==> src/rtl/stream_pkt_fifo_pkg.sv <==
// stream_pkt_fifo_pkg
//   Shared types for the store-and-forward packet FIFO.
//   rd_state_e : read-side FSM state (idle / streaming committed packets).
`timescale 1ns/1ps
package stream_pkt_fifo_pkg;

  typedef enum logic {
    RD_IDLE   = 1'b0,
    RD_STREAM = 1'b1
  } rd_state_e;

endpackage

==> src/rtl/sdp_ram.sv <==
// sdp_ram
//   Simple dual-port RAM: one write port, one read port with registered output.
//   Ports:
//     clk              clock
//     wr_en/addr/data  write port (data stored on the rising edge)
//     rd_en/addr       read request; rd_data is valid the cycle after rd_en
//     rd_data          registered read data
`timescale 1ns/1ps
module sdp_ram #(
  parameter int WIDTH = 9,
  parameter int DEPTH = 16
) (
  input  logic                     clk,
  input  logic                     wr_en,
  input  logic [$clog2(DEPTH)-1:0] wr_addr,
  input  logic [WIDTH-1:0]         wr_data,
  input  logic                     rd_en,
  input  logic [$clog2(DEPTH)-1:0] rd_addr,
  output logic [WIDTH-1:0]         rd_data
);

  logic [WIDTH-1:0] mem [DEPTH];
  logic [WIDTH-1:0] rd_data_q;

  always_ff @(posedge clk) begin
    if (wr_en) begin
      mem[wr_addr] <= wr_data;
    end
    if (rd_en) begin
      rd_data_q <= mem[rd_addr];
    end
  end

  assign rd_data = rd_data_q;

endmodule

==> src/rtl/stream_pkt_fifo.sv <==
// stream_pkt_fifo
//   Store-and-forward packet FIFO for data/last/valid/ready streams. A packet
//   becomes visible on the master port only after its last beat is written,
//   and m_valid never drops inside a packet. Packets flagged with s_drop on
//   the last beat, or larger than the buffer, are discarded.
//   Ports:
//     clk, rst                     clock, asynchronous active-high reset
//     s_data/s_last/s_drop         ingress beat, end of packet, discard flag
//     s_valid/s_ready              ingress handshake
//     m_data/m_last                egress beat
//     m_valid/m_ready              egress handshake
//     pkt_count                    complete packets stored, not yet fully read
//     drop_pulse                   one-cycle pulse per discarded packet
`timescale 1ns/1ps
module stream_pkt_fifo
  import stream_pkt_fifo_pkg::*;
#(
  parameter int DATA_WIDTH = 8,
  parameter int DEPTH      = 16
) (
  input  logic                    clk,
  input  logic                    rst,
  input  logic [DATA_WIDTH-1:0]   s_data,
  input  logic                    s_last,
  input  logic                    s_drop,
  input  logic                    s_valid,
  output logic                    s_ready,
  output logic [DATA_WIDTH-1:0]   m_data,
  output logic                    m_last,
  output logic                    m_valid,
  input  logic                    m_ready,
  output logic [$clog2(DEPTH):0]  pkt_count,
  output logic                    drop_pulse
);

  localparam int ADDR_WIDTH = $clog2(DEPTH);
  localparam int PW         = ADDR_WIDTH + 1;
  localparam logic [PW-1:0] DEPTH_P = PW'(DEPTH);
  localparam logic [PW-1:0] PTR_ONE = PW'(1);

  logic [PW-1:0]       wr_ptr_q, wr_ptr_d;
  logic [PW-1:0]       wr_commit_q, wr_commit_d;
  logic [PW-1:0]       rd_ptr_q, rd_ptr_d;
  logic [PW-1:0]       pkt_count_q, pkt_count_d;
  logic                discard_q, discard_d;
  logic                drop_pulse_q, drop_pulse_d;
  logic                en_q;
  rd_state_e           state_q, state_d;
  logic [DATA_WIDTH:0] skid0_q, skid0_d, skid1_q, skid1_d;
  logic [1:0]          skid_cnt_q, skid_cnt_d;
  logic                rd_pending_q, rd_pending_d;

  logic                full, oversize, discard_eff, s_hs, wr_en, commit;
  logic                pop, dec, fetch, fetch_room, stream_en;
  logic [1:0]          occupancy;
  logic [DATA_WIDTH:0] ram_rd_data;

  // ---------------- write side ----------------
  assign full = (wr_ptr_q - rd_ptr_q) == DEPTH_P;
  // Buffer full of a single unfinished packet: nothing can ever drain, so
  // switch to swallowing the rest of it. Acting combinationally keeps
  // s_ready high across the transition.
  assign oversize    = full & (wr_commit_q == rd_ptr_q) & ~discard_q;
  assign discard_eff = discard_q | oversize;
  assign s_ready     = en_q & (~full | discard_eff);
  assign s_hs        = s_valid & s_ready;
  assign wr_en       = s_hs & ~discard_eff;
  assign commit      = wr_en & s_last & ~s_drop;

  always_comb begin
    wr_ptr_d     = wr_ptr_q;
    wr_commit_d  = wr_commit_q;
    discard_d    = discard_q;
    drop_pulse_d = 1'b0;
    if (oversize) begin
      wr_ptr_d  = wr_commit_q;
      discard_d = 1'b1;
    end
    if (s_hs) begin
      if (discard_eff) begin
        if (s_last) begin
          discard_d    = 1'b0;
          drop_pulse_d = 1'b1;
        end
      end else if (s_last && s_drop) begin
        wr_ptr_d     = wr_commit_q;
        drop_pulse_d = 1'b1;
      end else if (s_last) begin
        wr_ptr_d    = wr_ptr_q + PTR_ONE;
        wr_commit_d = wr_ptr_q + PTR_ONE;
      end else begin
        wr_ptr_d = wr_ptr_q + PTR_ONE;
      end
    end
  end

  // ---------------- read side ----------------
  assign m_valid = skid_cnt_q != 2'd0;
  assign m_data  = skid0_q[DATA_WIDTH-1:0];
  assign m_last  = skid0_q[DATA_WIDTH];
  assign pop     = m_valid & m_ready;
  assign dec     = pop & skid0_q[DATA_WIDTH];

  // Beats held in the skid plus the one in flight out of the RAM must never
  // exceed the two skid slots.
  assign occupancy  = skid_cnt_q + {1'b0, rd_pending_q};
  assign fetch_room = (occupancy < 2'd2) | (pop & (occupancy == 2'd2));
  // Fetch already in the cycle IDLE decides to leave, saving a cycle of latency.
  assign stream_en  = (state_q == RD_STREAM) | (pkt_count_q != '0);
  assign fetch      = stream_en & (rd_ptr_q != wr_commit_q) & fetch_room;

  assign rd_ptr_d     = rd_ptr_q + {{ADDR_WIDTH{1'b0}}, fetch};
  assign rd_pending_d = fetch;

  always_comb begin
    pkt_count_d = pkt_count_q;
    case ({commit, dec})
      2'b10:   pkt_count_d = pkt_count_q + PTR_ONE;
      2'b01:   pkt_count_d = pkt_count_q - PTR_ONE;
      default: pkt_count_d = pkt_count_q;
    endcase
  end

  // Two-entry output skid; skid0 is the head presented on the master port.
  always_comb begin
    skid0_d    = skid0_q;
    skid1_d    = skid1_q;
    skid_cnt_d = skid_cnt_q;
    case (skid_cnt_q)
      2'd0: begin
        if (rd_pending_q) begin
          skid0_d    = ram_rd_data;
          skid_cnt_d = 2'd1;
        end
      end
      2'd1: begin
        if (pop && rd_pending_q) begin
          skid0_d = ram_rd_data;
        end else if (pop) begin
          skid_cnt_d = 2'd0;
        end else if (rd_pending_q) begin
          skid1_d    = ram_rd_data;
          skid_cnt_d = 2'd2;
        end
      end
      default: begin
        if (pop && rd_pending_q) begin
          skid0_d = skid1_q;
          skid1_d = ram_rd_data;
        end else if (pop) begin
          skid0_d    = skid1_q;
          skid_cnt_d = 2'd1;
        end
      end
    endcase
  end

  always_comb begin
    state_d = state_q;
    case (state_q)
      RD_IDLE:   if (pkt_count_q != '0) state_d = RD_STREAM;
      RD_STREAM: if (dec && (pkt_count_d == '0)) state_d = RD_IDLE;
      default:   state_d = RD_IDLE;
    endcase
  end

  always_ff @(posedge clk or posedge rst) begin
    if (rst) begin
      wr_ptr_q     <= '0;
      wr_commit_q  <= '0;
      rd_ptr_q     <= '0;
      pkt_count_q  <= '0;
      discard_q    <= 1'b0;
      drop_pulse_q <= 1'b0;
      en_q         <= 1'b0;
      state_q      <= RD_IDLE;
      skid0_q      <= '0;
      skid1_q      <= '0;
      skid_cnt_q   <= 2'd0;
      rd_pending_q <= 1'b0;
    end else begin
      wr_ptr_q     <= wr_ptr_d;
      wr_commit_q  <= wr_commit_d;
      rd_ptr_q     <= rd_ptr_d;
      pkt_count_q  <= pkt_count_d;
      discard_q    <= discard_d;
      drop_pulse_q <= drop_pulse_d;
      en_q         <= 1'b1;
      state_q      <= state_d;
      skid0_q      <= skid0_d;
      skid1_q      <= skid1_d;
      skid_cnt_q   <= skid_cnt_d;
      rd_pending_q <= rd_pending_d;
    end
  end

  assign pkt_count  = pkt_count_q;
  assign drop_pulse = drop_pulse_q;

  sdp_ram #(
    .WIDTH (DATA_WIDTH + 1),
    .DEPTH (DEPTH)
  ) u_ram (
    .clk     (clk),
    .wr_en   (wr_en),
    .wr_addr (wr_ptr_q[ADDR_WIDTH-1:0]),
    .wr_data ({s_last, s_data}),
    .rd_en   (fetch),
    .rd_addr (rd_ptr_q[ADDR_WIDTH-1:0]),
    .rd_data (ram_rd_data)
  );

endmodule
==> config.mk <==
export PLATFORM = sky130hd
export DESIGN_NAME = stream_pkt_fifo
export DESIGN_NICKNAME = d
export VERILOG_FILES = /design/src/rtl/stream_pkt_fifo_pkg.sv /design/src/rtl/sdp_ram.sv /design/src/rtl/stream_pkt_fifo.sv
export SDC_FILE = /design/constraint.sdc
export NUM_CORES = 1
export LEC_CHECK = 0
export CORE_ASPECT_RATIO = 1.4
export CORE_MARGIN = 3
export CORE_UTILIZATION = 55
export CTS_BUF_LIST = sky130_fd_sc_hd__clkbuf_4
export DETAILED_ROUTE_END_ITERATION = 8
export PLACE_DENSITY = 0.73
export SLEW_MARGIN = 15
export SYNTH_ARGS = -nofsm -noshare
export SYNTH_HDL_FRONTEND = slang
export SYNTH_SLANG_ARGS = --single-unit
==> constraint.sdc <==
create_clock -name clk -period 5.3 [get_ports clk]
set_input_delay 1.325 -clock clk [delete_from_list [all_inputs] [get_ports clk]]
set_output_delay 1.325 -clock clk [all_outputs]
set_load 0.01 [all_outputs]
### Word level (Yosys, flattened, before mapping)

Memory sizes are Yosys's and may differ from the RTL's. A register that Yosys moved wholly into a read port is not among the register bits.
Cells that the tools add are included.

| word-level totals | value |
|---|---|
| register bits after elaboration | 45 |
| RAM bits | 144 |
| bits of input ports | 14 |
| memories | 1 |

| operators by class | value |
|---|---|
| add/subtract/negate cells | 6 |
| $lt $le $gt $ge | 1 |
| eq/ne operators | 13 |
| mux-type cells | 33 |
| bitwise operators | 23 |
| reductions and logical operators | 15 |

Memories:

| name | depth | bits a word | read ports | clocked after memory_dff | write ports | line | RTL |
|---|---|---|---|---|---|---|---|
| u_ram.mem | 16 | 9 | 1 | 1 | 1 | sdp_ram.sv:22 | `logic [WIDTH-1:0] mem [DEPTH];` |

Operators by type and width:

| kind | count |
|---|---|
| 9-bit two-way mux | 6 |
| 9-bit case mux with 2 select lines | 2 |
| 5-bit two-way mux | 4 |
| 1-bit AND | 12 |
| 1-bit two-way mux | 12 |
| 2-bit two-way mux | 6 |
| 5-bit by 1-bit adder with 5-bit output (second input constant) | 2 |
| 5-bit case mux with 2 select lines | 1 |
| 5-bit AND reduction | 2 |
| 2-bit != test (second input constant) | 4 |
| 1-bit NOT | 7 |
| 2-bit nonzero test | 3 |
| 3-bit nonzero test | 2 |
| 5-bit by 1-bit adder with 5-bit output | 1 |
| 5-bit equality test | 1 |
| 5-bit equality test (second input constant) | 1 |
| 5-bit zero test | 1 |
| 5-bit != test | 1 |
| 5-bit nonzero test | 1 |
| 5-bit by 1-bit subtractor with 5-bit output (second input constant) | 1 |
| 5-bit subtractor | 1 |
| 2-bit by 1-bit equality test with 1-bit output (second input constant) | 2 |
| 2-bit equality test (second input constant) | 2 |
| 1-bit bitwise OR | 4 |
| 10 further kinds | 12 |

### Depth between registers and ports, before layout

| depth | value |
|---|---|
| depth after elaboration | 17 |
| depth in mapped cells | 19 |
| mapped depth without buffers | 16 |

### Hierarchy

From an unflattened synthesis, not the netlist that was laid out.

| unflattened totals | value |
|---|---|
| cell total of the unflattened synthesis | 482 |
| area total of the unflattened synthesis | 8,247.9 µm² |

By module, submodules not included:

| module | instances | cells an instance | area an instance (µm²) | sequential area each (µm²) |
|---|---|---|---|---|
| sdp_ram | 1 | 254 | 5,870.6 | 4,594.4 |
| stream_pkt_fifo | 1 | 228 | 2,377.3 | 1,126.1 |

### Worst setup path before layout

Ideal clock, no wire load.

| timing path | value |
|---|---|
| path kind | flip-flop to flip-flop |
| from | register rd_ptr_q[1] |
| to | register state_q |
| arrival time | 3.852 ns |
| required time | 5.161 ns |
| path slack | 1.309 ns |
| cell stages (with the launch flop) | 20 |
| cells stage by stage | dfrtp_1 buf_1 clkbuf_1 inv_1 ha_1 nand2b_1 nand3_1 a211oi_4 nor4_2 inv_1 ha_1 clkbuf_1 xor2_1 ha_1 a21oi_1 xor2_1 nor2_1 xor2_1 and3b_1 a31oi_1 |

| between the ends | value |
|---|---|
| word-level cells in the longest chain between the ends | 17 |
| elaborated cells on any way between the ends | 21 |

Ends and longest elaborated chain:

| what | line | RTL |
|---|---|---|
| start: declaration | stream_pkt_fifo.sv:43 | `logic [PW-1:0] rd_ptr_q, rd_ptr_d;` |
| start signal: assignment | stream_pkt_fifo.sv:184 | `rd_ptr_q <= rd_ptr_d;` |
| 5-bit subtractor | stream_pkt_fifo.sv:59 | `assign full = (wr_ptr_q - rd_ptr_q) == DEPTH_P;` |
| 5-bit equality test | stream_pkt_fifo.sv:59 |  |
| 1-bit AND (2 in series) | stream_pkt_fifo.sv:63 | `assign oversize = full & (wr_commit_q == rd_ptr_q) & ~discard_q;` |
| 1-bit bitwise OR | stream_pkt_fifo.sv:64 | `assign discard_eff = discard_q \| oversize;` |
| 1-bit bitwise OR | stream_pkt_fifo.sv:65 | `assign s_ready = en_q & (~full \| discard_eff);` |
| 1-bit AND | stream_pkt_fifo.sv:65 |  |
| 1-bit AND | stream_pkt_fifo.sv:66 | `assign s_hs = s_valid & s_ready;` |
| 1-bit AND * | stream_pkt_fifo.sv:67 | `assign wr_en = s_hs & ~discard_eff;` |
| 1-bit AND * (2 in series) | stream_pkt_fifo.sv:68 | `assign commit = wr_en & s_last & ~s_drop;` |
| 2-bit by 1-bit equality test with 1-bit output or 2-bit equality test (tied branches) | stream_pkt_fifo.sv:117 | `case ({commit, dec})` |
| 5-bit case mux with 2 select lines * | stream_pkt_fifo.sv:117 |  |
| via pkt_count_d[2] | stream_pkt_fifo.sv:44 | `logic [PW-1:0] pkt_count_q, pkt_count_d;` |
| 5-bit zero test * | stream_pkt_fifo.sv:162 | `RD_STREAM: if (dec && (pkt_count_d == '0)) state_d = RD_IDLE;` |
| 1-bit logical AND * | stream_pkt_fifo.sv:162 |  |
| 1-bit two-way mux * | stream_pkt_fifo.sv:162 |  |
| 1-bit case mux with 2 select lines * | stream_pkt_fifo.sv:160 | `case (state_q)` |
| via state_d | stream_pkt_fifo.sv:48 | `rd_state_e state_q, state_d;` |
| end signal: assignment | stream_pkt_fifo.sv:189 | `state_q <= state_d;` |
| end: declaration | stream_pkt_fifo.sv:48 |  |

Mark *: on every way through the listed nets, which the timed path passes. The rest lies on a longest branch.
A chain may end at the register's enable or synchronous reset.

### Worst setup path after layout

| timing path | value |
|---|---|
| from | register rd_ptr_q[2] |
| to | output s_ready |

| between the ends | value |
|---|---|
| word-level cells in the longest chain between the ends | 7 |
| elaborated cells on any way between the ends | 9 |

Ends and longest elaborated chain:

| what | line | RTL |
|---|---|---|
| 5-bit subtractor | stream_pkt_fifo.sv:59 |  |
| 5-bit equality test | stream_pkt_fifo.sv:59 |  |
| 1-bit AND (2 in series) | stream_pkt_fifo.sv:63 |  |
| 1-bit bitwise OR | stream_pkt_fifo.sv:64 |  |
| 1-bit bitwise OR * | stream_pkt_fifo.sv:65 |  |
| 1-bit AND * | stream_pkt_fifo.sv:65 |  |
| end: declaration | stream_pkt_fifo.sv:27 | `output logic s_ready,` |

Mark *: on every way between the ends. The rest lies on a longest branch, timed or not.

==> results.py <==
metrics = {
    "final_layout": {
        "num-nets-final": 527,
        "post_route_cells_drive_above_1_share_pct": 22.07,
        "final_cells": 702,
        "final_core_util_pct": 62.07,
        "fillers": 1045,
        "syn_to_final_growth_pct": 10.23,
    },
    "global_route": {
        "gr-total-overflow": 0,
        "grt_pass1_wl_um": 23300,
        "track_usage_pct": 19.45,
        "grt_max_degree": 46,
        "antenna_found_initial": 1,
        "grt_pass1_vias": 4301,
    },
    "drt": {
        "drtPass1Iterations": 7,
        "drt_iter0_drc": 331,
        "wire_per_inst_um": 20.58,
        "dr_total_vias": 4097,
        "vias_per_cell": 5.836,
        "drtAntennaViolNets": 0,
        "finalWirelength_um": 14450,
        "drc": 0,
    },
    "job": {
        "cap_viol_max_count": 0,
    },
    "logic_synthesis": {
        "synth_top_flop_cell": "edfxtp_1",
        "netlist_instances": 459,
        "async_reset_ff_share_pct": 22.73,
        "yosysSeqAreaShare_pct": 70.02,
        "ys_ff_latch": 198,
        "avgSynthCellArea_sq_um": 17.80,
        "syn_nets": 487,
        "yosys_warnings": 0,
        "synth_edf_count": 153,
        "syn_area_sq_um": 8170,
        "synth_cell_types": 46,
    },
    "timing": {
        "fmax_mhz": 219.1,
        "timing.slew.headroom_pct": 34.00,
        "rsz0062_at_grt": "no",
        "hold_viol": 0,
        "setup_ws_ps": 735.8,
        "finalSetupTns_ps": 0,
        "worst_slew_pin_slew_ps": 986.3,
        "min_period_over_period_pct": 86.12,
        "fin_worst_skew_ps": 18.82,
        "period_needed_ps": 4564,
        "finalMaxSlewViolations": 0,
        "setup_violations": 0,
    },
    "run_status": {
        "status": "completed",
    },
    "min_path": {
        "min_from": "skid1_q[0]",
        "hold-path-cell-count": 1,
        "holdPathEnd": "skid1_q[0]",
        "hold_path_class": "flip-flop to flip-flop",
    },
    "worst_setup_path": {
        "r2r_cells": 16,
        "cp_max_fo": 14,
        "crit_slowest_cell": "dfrtp_1",
        "crit_type": "flip-flop to primary output",
        "reg2reg_slack_ps": 1270,
        "cp-end-kind": "primary output",
        "critical_path_buf_inv_count": 2,
        "cp_top_family": "compound AO/OA/AOI/OAI gates",
        "cp_cell_sequence": "inv_1 -> ha_1 -> a211o_1 -> a211oi_4 -> a21boi_0 -> clkdlybuf4s50_1",
        "r2r_end": "state_q",
        "start_kind": "flip-flop",
        "rr_startpoint": "rd_ptr_q[2]",
        "path_depth": 6,
        "required_ps": 3970,
        "slowest_delay_ps": 800,
        "crit_arrival_ps": 3240,
    },
    "placed_design": {
        "gp_congestion": 0.7528,
        "place_inst": 669,
        "dpl_worst_slack_ps": 1047,
        "io_buffer_count": 30,
        "dp_hpwl_um": 9764,
    },
    "power_and_ir_drop": {
        "internal_power_uw": 3080,
        "clkPwrFrac_pct": 17.0,
        "sw_frac_of_total_pct": 33.87,
        "p_comb_share_pct": 35.3,
        "p_switching_uw": 1577,
        "seq_power_share_pct": 47.6,
        "power.leakage_uw": 0.003070,
        "p_per_area_nw_per_um2": 517.1,
        "ir_drop_mv": 0.3063,
    },
    "floorplanning": {
        "ios": 31,
        "rows": 52,
        "initial_core_util_pct": 56.31,
        "die_y_um": 150.2,
        "core_area_sq_um": 14510,
        "die_w_um": 109.0,
        "die_area_sq_um": 16370,
    },
    "cts": {
        "cts_inserted_buffers": 17,
        "cts-root-buf": "clkbuf_4",
        "clk_latency_ps": 590,
        "cts_tree": "built",
        "clockBufferDepth": 2,
        "cts_setup_buffers": 0,
        "cts_hold_buf": 0,
        "h-tree-depth": 4,
        "clkTransAtPathRegs_ps": 160,
        "cts_resized": 0,
        "cts_sinks": 198,
    },
}
-- worst register-to-register path, stage by stage, from the launching register on --
cell and delay, ps:
dfrtp_1 800, inv_1 110, ha_1 340, a211o_1 270
a211oi_4 460, nor4_2 90, buf_4 180, inv_1 80
ha_1 320, xor2_1 180, ha_1 220, a21oi_1 60
xor2_1 150, nor2_1 130, xor2_1 210, and3b_1 200
a31oi_1 180
-- flip-flops by register name, summed over array words and instances, names as in the netlist, 2 cells and up --
name	flops
wr_ptr_q	5
u_ram.rd_data	9
pkt_count	5
rd_ptr_q	5
skid_cnt_q	2
skid0_q	9
skid1_q	9
wr_commit_q	5
u_ram.mem	144
-- cell usage after synthesis, types with 3 or more instances --
master / count / area share (%)
xnor2_1: 13 / 1.4
nor3_1: 9 / 0.55
inv_1: 16 / 0.74
mux2_2: 12 / 1.7
a21oi_1: 17 / 1.0
o21ai_0: 5 / 0.31
xor2_1: 7 / 0.75
clkbuf_1: 12 / 0.55
nand2_1: 13 / 0.60
edfxtp_1: 153 / 56
mux2i_1: 10 / 1.2
nand2b_1: 6 / 0.46
a31oi_1: 4 / 0.31
nand3b_1: 3 / 0.28
nand3_1: 10 / 0.61
dfrtp_1: 45 / 14
nor2_1: 28 / 1.3
buf_2: 4 / 0.25
mux4_2: 45 / 12
ha_1: 14 / 2.1
-- layout make-up --
type / instances / area, sq um / area share (%)
flip-flops and latches: 198 / 5722 / 63.53
multi-input cells: 225 / 2308 / 25.63
repair buffers: 40 / 375.4 / 4.168
well taps: 189 / 236.5 / 2.626
clock inverters: 15 / 170.2 / 1.889
clock buffers: 17 / 127.6 / 1.417
inverters: 17 / 63.81 / 0.7085
diodes: 1 / 2.502 / 0.02779
-- cell families (layout without fill, tap and decap cells) --
logic type	after synthesis	count (layout)	share of synthesized area, %
AO/OA/AOI/OAI	41	41	3.400
XOR/XNOR	20	20	2.144
adder cells (fa/ha/maj)	14	14	2.144
buffers and inverters	36	89	1.807
flip-flops	198	198	70.02
multiplexers	68	68	15.47
other	1	2	0.04590
AND/OR/NAND/NOR	81	81	4.977
-- power by group through the flow --
stage               Sequential, uW  Clock [uW]  Combinational, uW
floorplan                     2170           0               1260
global placement              2230           0               1630
detailed placement            2260           0               1660
CTS                           2220         818               1670
global route                  2260         874               1810
finish                        2220         793               1650
-- per-layer routing --
| metal | vias to the layer above | global-route usage (%) | wire, um |
|---|---|---|---|
| met5 | - | 0 | 0 |
| met4 | 0 | 7.328 | 294 |
| met3 | 22 | 3.775 | 565 |
| met2 | 108 | 33.00 | 7675 |
| met1 | 2106 | 24.83 | 5913 |
| li1 | 1861 | - | - |
-- worst max path at each step --
stage,endpoint,slack [ps],startpoint
global route,s_ready,560,rd_ptr_q[2]
CTS,s_ready,680,rd_ptr_q[2]
finish,s_ready,740,rd_ptr_q[2]
floorplan,state_q,1310,rd_ptr_q[1]
detailed placement,state_q,1050,s_last
global placement,state_q,1180,s_last
-- per-stage QoR --
stage	power (uW)	hold WS (ps)	instance area, sq um
floorplan	3427	477.8	8170
global placement	3860	487.5	8706
detailed placement	3918	493.6	8706
CTS	4708	529.6	9004
global route	4942	535.3	9006
finish	4657	527.2	9006
-- cell usage in the layout, fill, tap and decap left out, drive strengths merged, types with 2 or more instances in the layout --
cell | synthesis | routed
and3 | 2 | 2
clkbuf | 12 | 17
nand2b | 7 | 7
clkinv | 0 | 6
a21oi | 17 | 17
o21ai | 5 | 5
buf | 7 | 10
mux4 | 45 | 45
xor2 | 7 | 7
mux2i | 10 | 10
clkinvlp | 0 | 4
nor2 | 28 | 28
nand3b | 3 | 3
clkdlybuf4s50 | 0 | 30
o211ai | 2 | 2
nor3 | 9 | 9
a211oi | 2 | 2
dfrtp | 45 | 45
ha | 14 | 14
nor4 | 2 | 2
inv | 17 | 21
a21boi | 2 | 2
nand2 | 13 | 13
or2 | 2 | 2
mux2 | 13 | 13
and3b | 2 | 2
a31oi | 4 | 4
nand3 | 10 | 10
o22ai | 2 | 2
xnor2 | 13 | 13
edfxtp | 153 | 153
o221a | 2 | 2
Note: power is estimated with default switching activity, not from simulation.
